--- src/rtl/cpu_pkg.sv ---
// cpu_pkg: shared definitions for the 5-stage 32-bit RISC pipeline.
//   XLEN              datapath / address width
//   RESET_PC_DEFAULT  first fetch address after reset
//   NOP_INSTR_DEFAULT encoding used for pipeline bubbles (addi x0,x0,0)
//   if_id_t           IF/ID pipeline word
//   fetch_entry_t     one fetched {pc, instr} pair held in the skid buffer
package cpu_pkg;

    localparam int          XLEN              = 32;
    localparam logic [31:0] RESET_PC_DEFAULT  = 32'h0000_0000;
    localparam logic [31:0] NOP_INSTR_DEFAULT = 32'h0000_0013;

    typedef struct packed {
        logic            valid;
        logic [XLEN-1:0] pc;
        logic [XLEN-1:0] instr;
    } if_id_t;

    typedef struct packed {
        logic [XLEN-1:0] pc;
        logic [XLEN-1:0] instr;
    } fetch_entry_t;

endpackage

--- src/rtl/fetch_skid_fifo.sv ---
// fetch_skid_fifo: 2-entry synchronous FIFO of {pc, instr} pairs that absorbs
// instruction responses arriving while decode is stalled.
// Ports:
//   clk          rising-edge clock
//   reset        synchronous, active-high; empties the FIFO
//   i_push       write i_push_data at the tail
//   i_pop        drop the head entry (caller guarantees non-empty)
//   i_clear      empties the FIFO; takes priority over push and pop
//   i_push_data  entry to write
//   o_count      number of valid entries (0..2)
//   o_head       oldest entry (meaningful only when o_count != 0)
module fetch_skid_fifo
    import cpu_pkg::*;
(
    input  logic         clk,
    input  logic         reset,
    input  logic         i_push,
    input  logic         i_pop,
    input  logic         i_clear,
    input  fetch_entry_t i_push_data,
    output logic [1:0]   o_count,
    output fetch_entry_t o_head
);

    fetch_entry_t r_mem [2];
    logic         r_rd_ptr;
    logic         r_wr_ptr;
    logic [1:0]   r_count;

    logic w_do_push;
    logic w_do_pop;

    assign w_do_push = i_push && !i_clear;
    assign w_do_pop  = i_pop  && !i_clear;

    always_ff @(posedge clk) begin
        if (reset || i_clear) begin
            r_rd_ptr <= 1'b0;
            r_wr_ptr <= 1'b0;
            r_count  <= 2'd0;
        end else begin
            if (w_do_push) r_wr_ptr <= ~r_wr_ptr;
            if (w_do_pop)  r_rd_ptr <= ~r_rd_ptr;
            case ({w_do_push, w_do_pop})
                2'b10:   r_count <= r_count + 2'd1;
                2'b01:   r_count <= r_count - 2'd1;
                default: r_count <= r_count;
            endcase
        end
    end

    // Storage carries no reset; entries are only observed once counted.
    always_ff @(posedge clk) begin
        if (!reset && w_do_push) r_mem[r_wr_ptr] <= i_push_data;
    end

    assign o_count = r_count;
    assign o_head  = r_mem[r_rd_ptr];

`ifndef SYNTHESIS
    // The fetch unit's issue throttle must keep occupancy within two slots.
    always @(posedge clk) begin
        if (!reset && w_do_push)
            assert (r_count != 2'd2) else $error("fetch_skid_fifo: push while full");
    end
`endif

endmodule

--- src/rtl/instruction_fetch_unit.sv ---
// instruction_fetch_unit: IF stage. Owns the PC, drives the synchronous
// instruction memory (1-cycle read latency), and presents a registered IF/ID
// word to decode. A 2-entry skid buffer absorbs decode stalls; an EX redirect
// flushes everything in flight.
// Ports:
//   clk, reset       rising-edge clock, synchronous active-high reset
//   read_addr        address to instruction memory (the PC register)
//   instr_in         memory data for the previous cycle's read_addr
//   stall            decode cannot accept; IF/ID holds
//   redirect_valid   branch/jump taken in EX
//   redirect_pc      redirect target (low two bits ignored)
//   if_id_valid      IF/ID holds a real instruction
//   if_id_instr      fetched instruction, NOP_INSTR on a bubble
//   if_id_pc         address of if_id_instr
//   if_id_pc_plus4   if_id_pc + 4
//
// Handshake toward decode: the IF/ID word is offered every cycle; decode
// consumes it on any cycle where stall is low. While stall is high the word
// and all of if_id_* are held unchanged (except on redirect, which forces a
// bubble). Toward memory there is no handshake: every read_addr is answered
// exactly one cycle later, so fetching is throttled by counting outstanding
// slots (buffered entries + the response in flight) against the 2-entry buffer.
module instruction_fetch_unit
    import cpu_pkg::*;
#(
    parameter int              XLEN      = cpu_pkg::XLEN,
    parameter logic [XLEN-1:0] RESET_PC  = RESET_PC_DEFAULT,
    parameter logic [XLEN-1:0] NOP_INSTR = NOP_INSTR_DEFAULT
) (
    input  logic            clk,
    input  logic            reset,
    output logic [XLEN-1:0] read_addr,
    input  logic [XLEN-1:0] instr_in,
    input  logic            stall,
    input  logic            redirect_valid,
    input  logic [XLEN-1:0] redirect_pc,
    output logic            if_id_valid,
    output logic [XLEN-1:0] if_id_instr,
    output logic [XLEN-1:0] if_id_pc,
    output logic [XLEN-1:0] if_id_pc_plus4
);

    logic [XLEN-1:0] r_pc;
    logic [XLEN-1:0] r_req_pc;      // address whose response is in flight
    logic            r_inflight;
    if_id_t          r_if_id;
    logic [XLEN-1:0] r_if_id_pc4;

    logic [1:0]      w_count;
    fetch_entry_t    w_head;
    fetch_entry_t    w_push_data;
    logic [2:0]      w_occupancy;
    logic            w_issue;
    logic            w_bypass;
    logic            w_push;
    logic            w_pop;
    if_id_t          w_if_id_next;
    logic [XLEN-1:0] w_pc4_next;

    assign w_occupancy = {1'b0, w_count} + {2'b00, r_inflight};

    // Unstalled: the head drains every cycle, so fetching can always continue.
    // Stalled: only fetch if the response will still find a free slot.
    assign w_issue = !redirect_valid && (!stall || (w_occupancy < 3'd2));

    // A response goes straight to IF/ID only if nothing older is buffered.
    assign w_bypass    = r_inflight && !stall && (w_count == 2'd0);
    assign w_push      = r_inflight && !w_bypass;
    assign w_pop       = !stall && (w_count != 2'd0);
    assign w_push_data = '{pc: r_req_pc, instr: instr_in};

    fetch_skid_fifo u_skid (
        .clk         (clk),
        .reset       (reset),
        .i_push      (w_push),
        .i_pop       (w_pop),
        .i_clear     (redirect_valid),
        .i_push_data (w_push_data),
        .o_count     (w_count),
        .o_head      (w_head)
    );

    always_ff @(posedge clk) begin
        if (reset) begin
            r_pc       <= RESET_PC;
            r_req_pc   <= RESET_PC;
            r_inflight <= 1'b0;
        end else if (redirect_valid) begin
            r_pc       <= {redirect_pc[XLEN-1:2], 2'b00};
            r_inflight <= 1'b0;
        end else if (w_issue) begin
            r_pc       <= r_pc + XLEN'(4);
            r_req_pc   <= r_pc;
            r_inflight <= 1'b1;
        end else begin
            r_inflight <= 1'b0;
        end
    end

    always_comb begin
        w_if_id_next = r_if_id;
        w_pc4_next   = r_if_id_pc4;
        if (redirect_valid) begin
            w_if_id_next.valid = 1'b0;
            w_if_id_next.instr = NOP_INSTR;
        end else if (!stall) begin
            if (w_count != 2'd0) begin
                w_if_id_next = '{valid: 1'b1, pc: w_head.pc, instr: w_head.instr};
                w_pc4_next   = w_head.pc + XLEN'(4);
            end else if (r_inflight) begin
                w_if_id_next = '{valid: 1'b1, pc: r_req_pc, instr: instr_in};
                w_pc4_next   = r_req_pc + XLEN'(4);
            end else begin
                // Bubble keeps the last pc so decode sees a stable address.
                w_if_id_next.valid = 1'b0;
                w_if_id_next.instr = NOP_INSTR;
            end
        end
    end

    always_ff @(posedge clk) begin
        if (reset) begin
            r_if_id     <= '{valid: 1'b0, pc: '0, instr: NOP_INSTR};
            r_if_id_pc4 <= XLEN'(4);
        end else begin
            r_if_id     <= w_if_id_next;
            r_if_id_pc4 <= w_pc4_next;
        end
    end

    assign read_addr      = r_pc;
    assign if_id_valid    = r_if_id.valid;
    assign if_id_instr    = r_if_id.instr;
    assign if_id_pc       = r_if_id.pc;
    assign if_id_pc_plus4 = r_if_id_pc4;

endmodule
--- config.mk ---
export PLATFORM = sky130hd
export DESIGN_NAME = instruction_fetch_unit
export DESIGN_NICKNAME = d
export VERILOG_FILES = /design/src/rtl/cpu_pkg.sv /design/src/rtl/fetch_skid_fifo.sv /design/src/rtl/instruction_fetch_unit.sv
export SDC_FILE = /design/constraint.sdc
export NUM_CORES = 1
export LEC_CHECK = 0
export BUFFER_PORTS_ARGS = -buffer_cell sky130_fd_sc_hd__clkbuf_2
export CAP_MARGIN = 40
export CORE_ASPECT_RATIO = 2
export CORE_MARGIN = 2
export CORE_UTILIZATION = 45
export DETAILED_ROUTE_END_ITERATION = 8
export PLACE_DENSITY = 0.66
export SYNTH_ARGS = -nofsm -noshare
export SYNTH_HDL_FRONTEND = slang
export SYNTH_SLANG_ARGS = --single-unit
--- constraint.sdc ---
create_clock -name clk -period 13.3 [get_ports clk]
set_input_delay 2.66 -clock clk [delete_from_list [all_inputs] [get_ports clk]]
set_output_delay 2.66 -clock clk [all_outputs]
set_load 0.005 [all_outputs]
==> flow_metrics.tcl <==
set metrics [dict create \
    status "finished clean" \
    cts_tree "yes" \
    switchingPower_mw 0.401 \
    syn_area_per_cell_sq_um 10.7 \
    timing.hold.ws_ns 0.457 \
    post-route-period-util_pct 33.8 \
    initial_core_util_pct 45.7 \
    p_int_mw 1.37 \
    crit_arrival_ns 4.95 \
    post_cts_buffers 0 \
    p_sw_share_pct 22.7 \
    drt_iter0_drc 689 \
    dp.cells 1569 \
    worstMarginPinSlew_ns 0.884 \
    grt_pass1_wl_microns 47800 \
    fp.coreArea_sq_um 25700 \
    sequentialPowerShare_pct 53.2 \
    crit_type "in2reg" \
    synth-main-ff-cell "dfxtp_1" \
    drt-pass1-iter-count 6 \
    hold_viol 0 \
    grt_pass1_vias 8843 \
    holdCritStartpoint "if_id_pc[15]" \
    cp-end-kind "flop" \
    yosys_warnings 0 \
    h-tree-depth 1 \
    yosysTopAreaCellShare_pct 31.8 \
    grtUsageTotal_pct 21.8 \
    drc 0 \
    ir_drop_v 0.0000940 \
    path_clk_slew_ns 0.07 \
    clock_skew_ns 0.0138 \
    via_per_inst 5.58 \
    ys_async_sr_fraction_pct 0 \
    hp-class "reg2reg" \
    path_max_fanout 44 \
    timing.fmax_mhz 222 \
    powerDensity_nw_per_um2 128 \
    synthDistinctLibCells 54 \
    ant_nets 0 \
    clockBufferDepth 3 \
    yosysTopAreaCell "edfxtp_1" \
    hold_path_depth 2 \
    clkSinkCount 283 \
    die_area_sq_um 27400 \
    cts_buffers 25 \
    grt_max_degree 78 \
    seq_area_frac_synth_pct 58.9 \
    setup-tns-final_ns 0 \
    netlist_instances 1092 \
    dpl.hpwl_microns 21000 \
    clock-root-buffer "clkbuf_16" \
    fin_cells 1615 \
    vias 9014 \
    globalplace.congestion 0.877 \
    synth_area_leaders "edfxtp_1 32%, dfxtp_1 27%, nand2_1 4.4%, nor2_1 3.8%, a21oi_1 3.8%" \
    place_area_sq_um 13000 \
    synth_enable_flop_cells 124 \
    cts-resized-gates 0 \
    cp.required_ns 13.75 \
    rrSetupSlack_ns 9.49 \
    die_y_microns 232 \
    wl_per_cell_microns 18.7 \
    maxCapViolCount 0 \
    holdBufCountCts 0 \
    drive_gt1_share_pct 24.0 \
    die_w_microns 118 \
    slew_headroom_pct 41.1 \
    pre_cts_ws_ns 8.27 \
    io_pins 197 \
    setup_slack_ns 8.80 \
    synth_seq_cells 283 \
    p_total_mw 1.77 \
    area_growth_pct 17.7 \
    fin_util_pct 53.8 \
    clock_power_share_pct 40.7 \
    netlist_area_sq_um 11700 \
    wirelength_microns 30200 \
    fin_crit_ns 4.50 \
    finalSetupViolCount 0 \
    design_area_sq_um 13800 \
    final_nets 1327 \
    clock_latency_ns 0.54 \
    start_kind "input port" \
    rsz0062_at_grt "no" \
    io_buffer_count 188 \
    grt_overflow_total 0 \
    rows 83 \
    drv_slew 0 \
    antenna_found_initial 1 \
    hold_end "if_id_pc[15]" \
    power_frac_comb_pct 6.0 \
    p_leak_nw 4.98 \
    timing.rr.end "if_id_pc_plus4[30]" \
    worst-r2r-cell-count 7 \
]
==> cell usage after synthesis, types with 17 or more instances <==
cell type,number
dfxtp_1,159
mux2i_1,35
xnor2_1,19
edfxtp_1,124
nor3_1,32
nor2_1,119
a222oi_1,29
mux2_2,38
a21oi_1,88
a211oi_1,29
nand3_1,22
nand2_1,139
clkbuf_1,56
xor2_1,19
nand4_1,17
==> flip-flops by register name, summed over array words and instances, names as in the netlist, named ones only <==
| signal | cells |
|---|---|
| read_addr | 30 |
| u_skid.r_wr_ptr | 1 |
| if_id_instr | 32 |
| u_skid.o_count | 2 |
| if_id_pc_plus4 | 30 |
| r_inflight | 1 |
| if_id_valid | 1 |
| u_skid.r_mem | 124 |
| r_req_pc | 30 |
| u_skid.r_rd_ptr | 1 |
| if_id_pc | 30 |
==> area by class of cell <==
cell class | instances | area (sq um)
fillers | 2346 | 11800
clock inverters | 10 | 88.8
well taps | 340 | 425
repair buffers | 213 | 1170
multi-input cells | 724 | 4450
clock buffers | 35 | 726
flip-flops and latches | 283 | 6910
diodes | 1 | 2.50
inverters | 9 | 33.8
==> cells in the final DEF, fill, tap and decap left out, types with 5 or more instances in the layout <==
cell	n
nand3_1	22
or3_1	9
a311oi_1	16
and3_1	8
nor3_1	29
xnor2_1	19
mux2_2	38
nand2_1	139
conb_1	6
a211oi_1	29
clkinv_2	5
and4_1	11
mux2i_1	35
nor4_1	10
a222oi_1	29
inv_1	8
a21o_1	16
dfxtp_1	158
edfxtp_1	124
xor2_1	19
clkbuf_16	27
clkbuf_2	187
nor2_1	118
clkbuf_1	6
nand4_1	17
buf_4	21
a21oi_1	88
o21ai_0	14
==> worst max-delay path: stages <==
cell       delay, ns
clkbuf_2        0.08
buf_4           0.28
inv_1           0.18
o2111ai_1       0.32
nor4_1          0.67
buf_2           0.27
nand3_1         0.10
xor2_1          0.16
a211oi_1        0.22
==> worst max-delay path by stage <==
stage / slack (ns) / to / start / cells after the start
floorplan: 5.22 / u_skid.r_mem[0][0] / reset / 5
global placement: 8.09 / read_addr[28] / stall / 8
detailed placement: 8.27 / r_req_pc[30] / redirect_valid / 7
CTS: 8.81 / r_req_pc[30] / redirect_valid / 7
global route: 8.62 / r_req_pc[25] / redirect_valid / 7
finish: 8.80 / read_addr[28] / stall / 9
==> power groups by stage <==
stage	logic, mW	registers [mW]	clock network, mW
6_report	0.106	0.941	0.720
5_1_grt	0.118	0.943	0.768
4_1_cts	0.107	0.941	0.736
3_5_place_dp	0.106	0.961	0
3_3_place_gp	0.104	0.960	0
2_1_floorplan	0.0616	0.956	0
==> kinds of logic after synthesis <==
kind of cell | Yosys count | synth area share (%)
adders and majority gates | 3 | 0.320
AOI/OAI and AO/OA | 210 | 12.2
DFF | 283 | 58.9
and+or+nand+nor | 392 | 15.3
buffers and inverters | 90 | 3.47
muxes | 75 | 6.87
other | 1 | 0.0320
xor gates and xnor gates | 38 | 2.84
==> metal layers <==
layer / routed length, microns / up-vias / global-route usage (%)
met3: 1530 / 64 / 2.97
li1: - / 4338 / -
met5: 0 / - / 0
met4: 1260 / 0 / 10.5
met2: 15800 / 289 / 40.1
met1: 11600 / 4323 / 24.6
(Power assumes the default switching activity.)
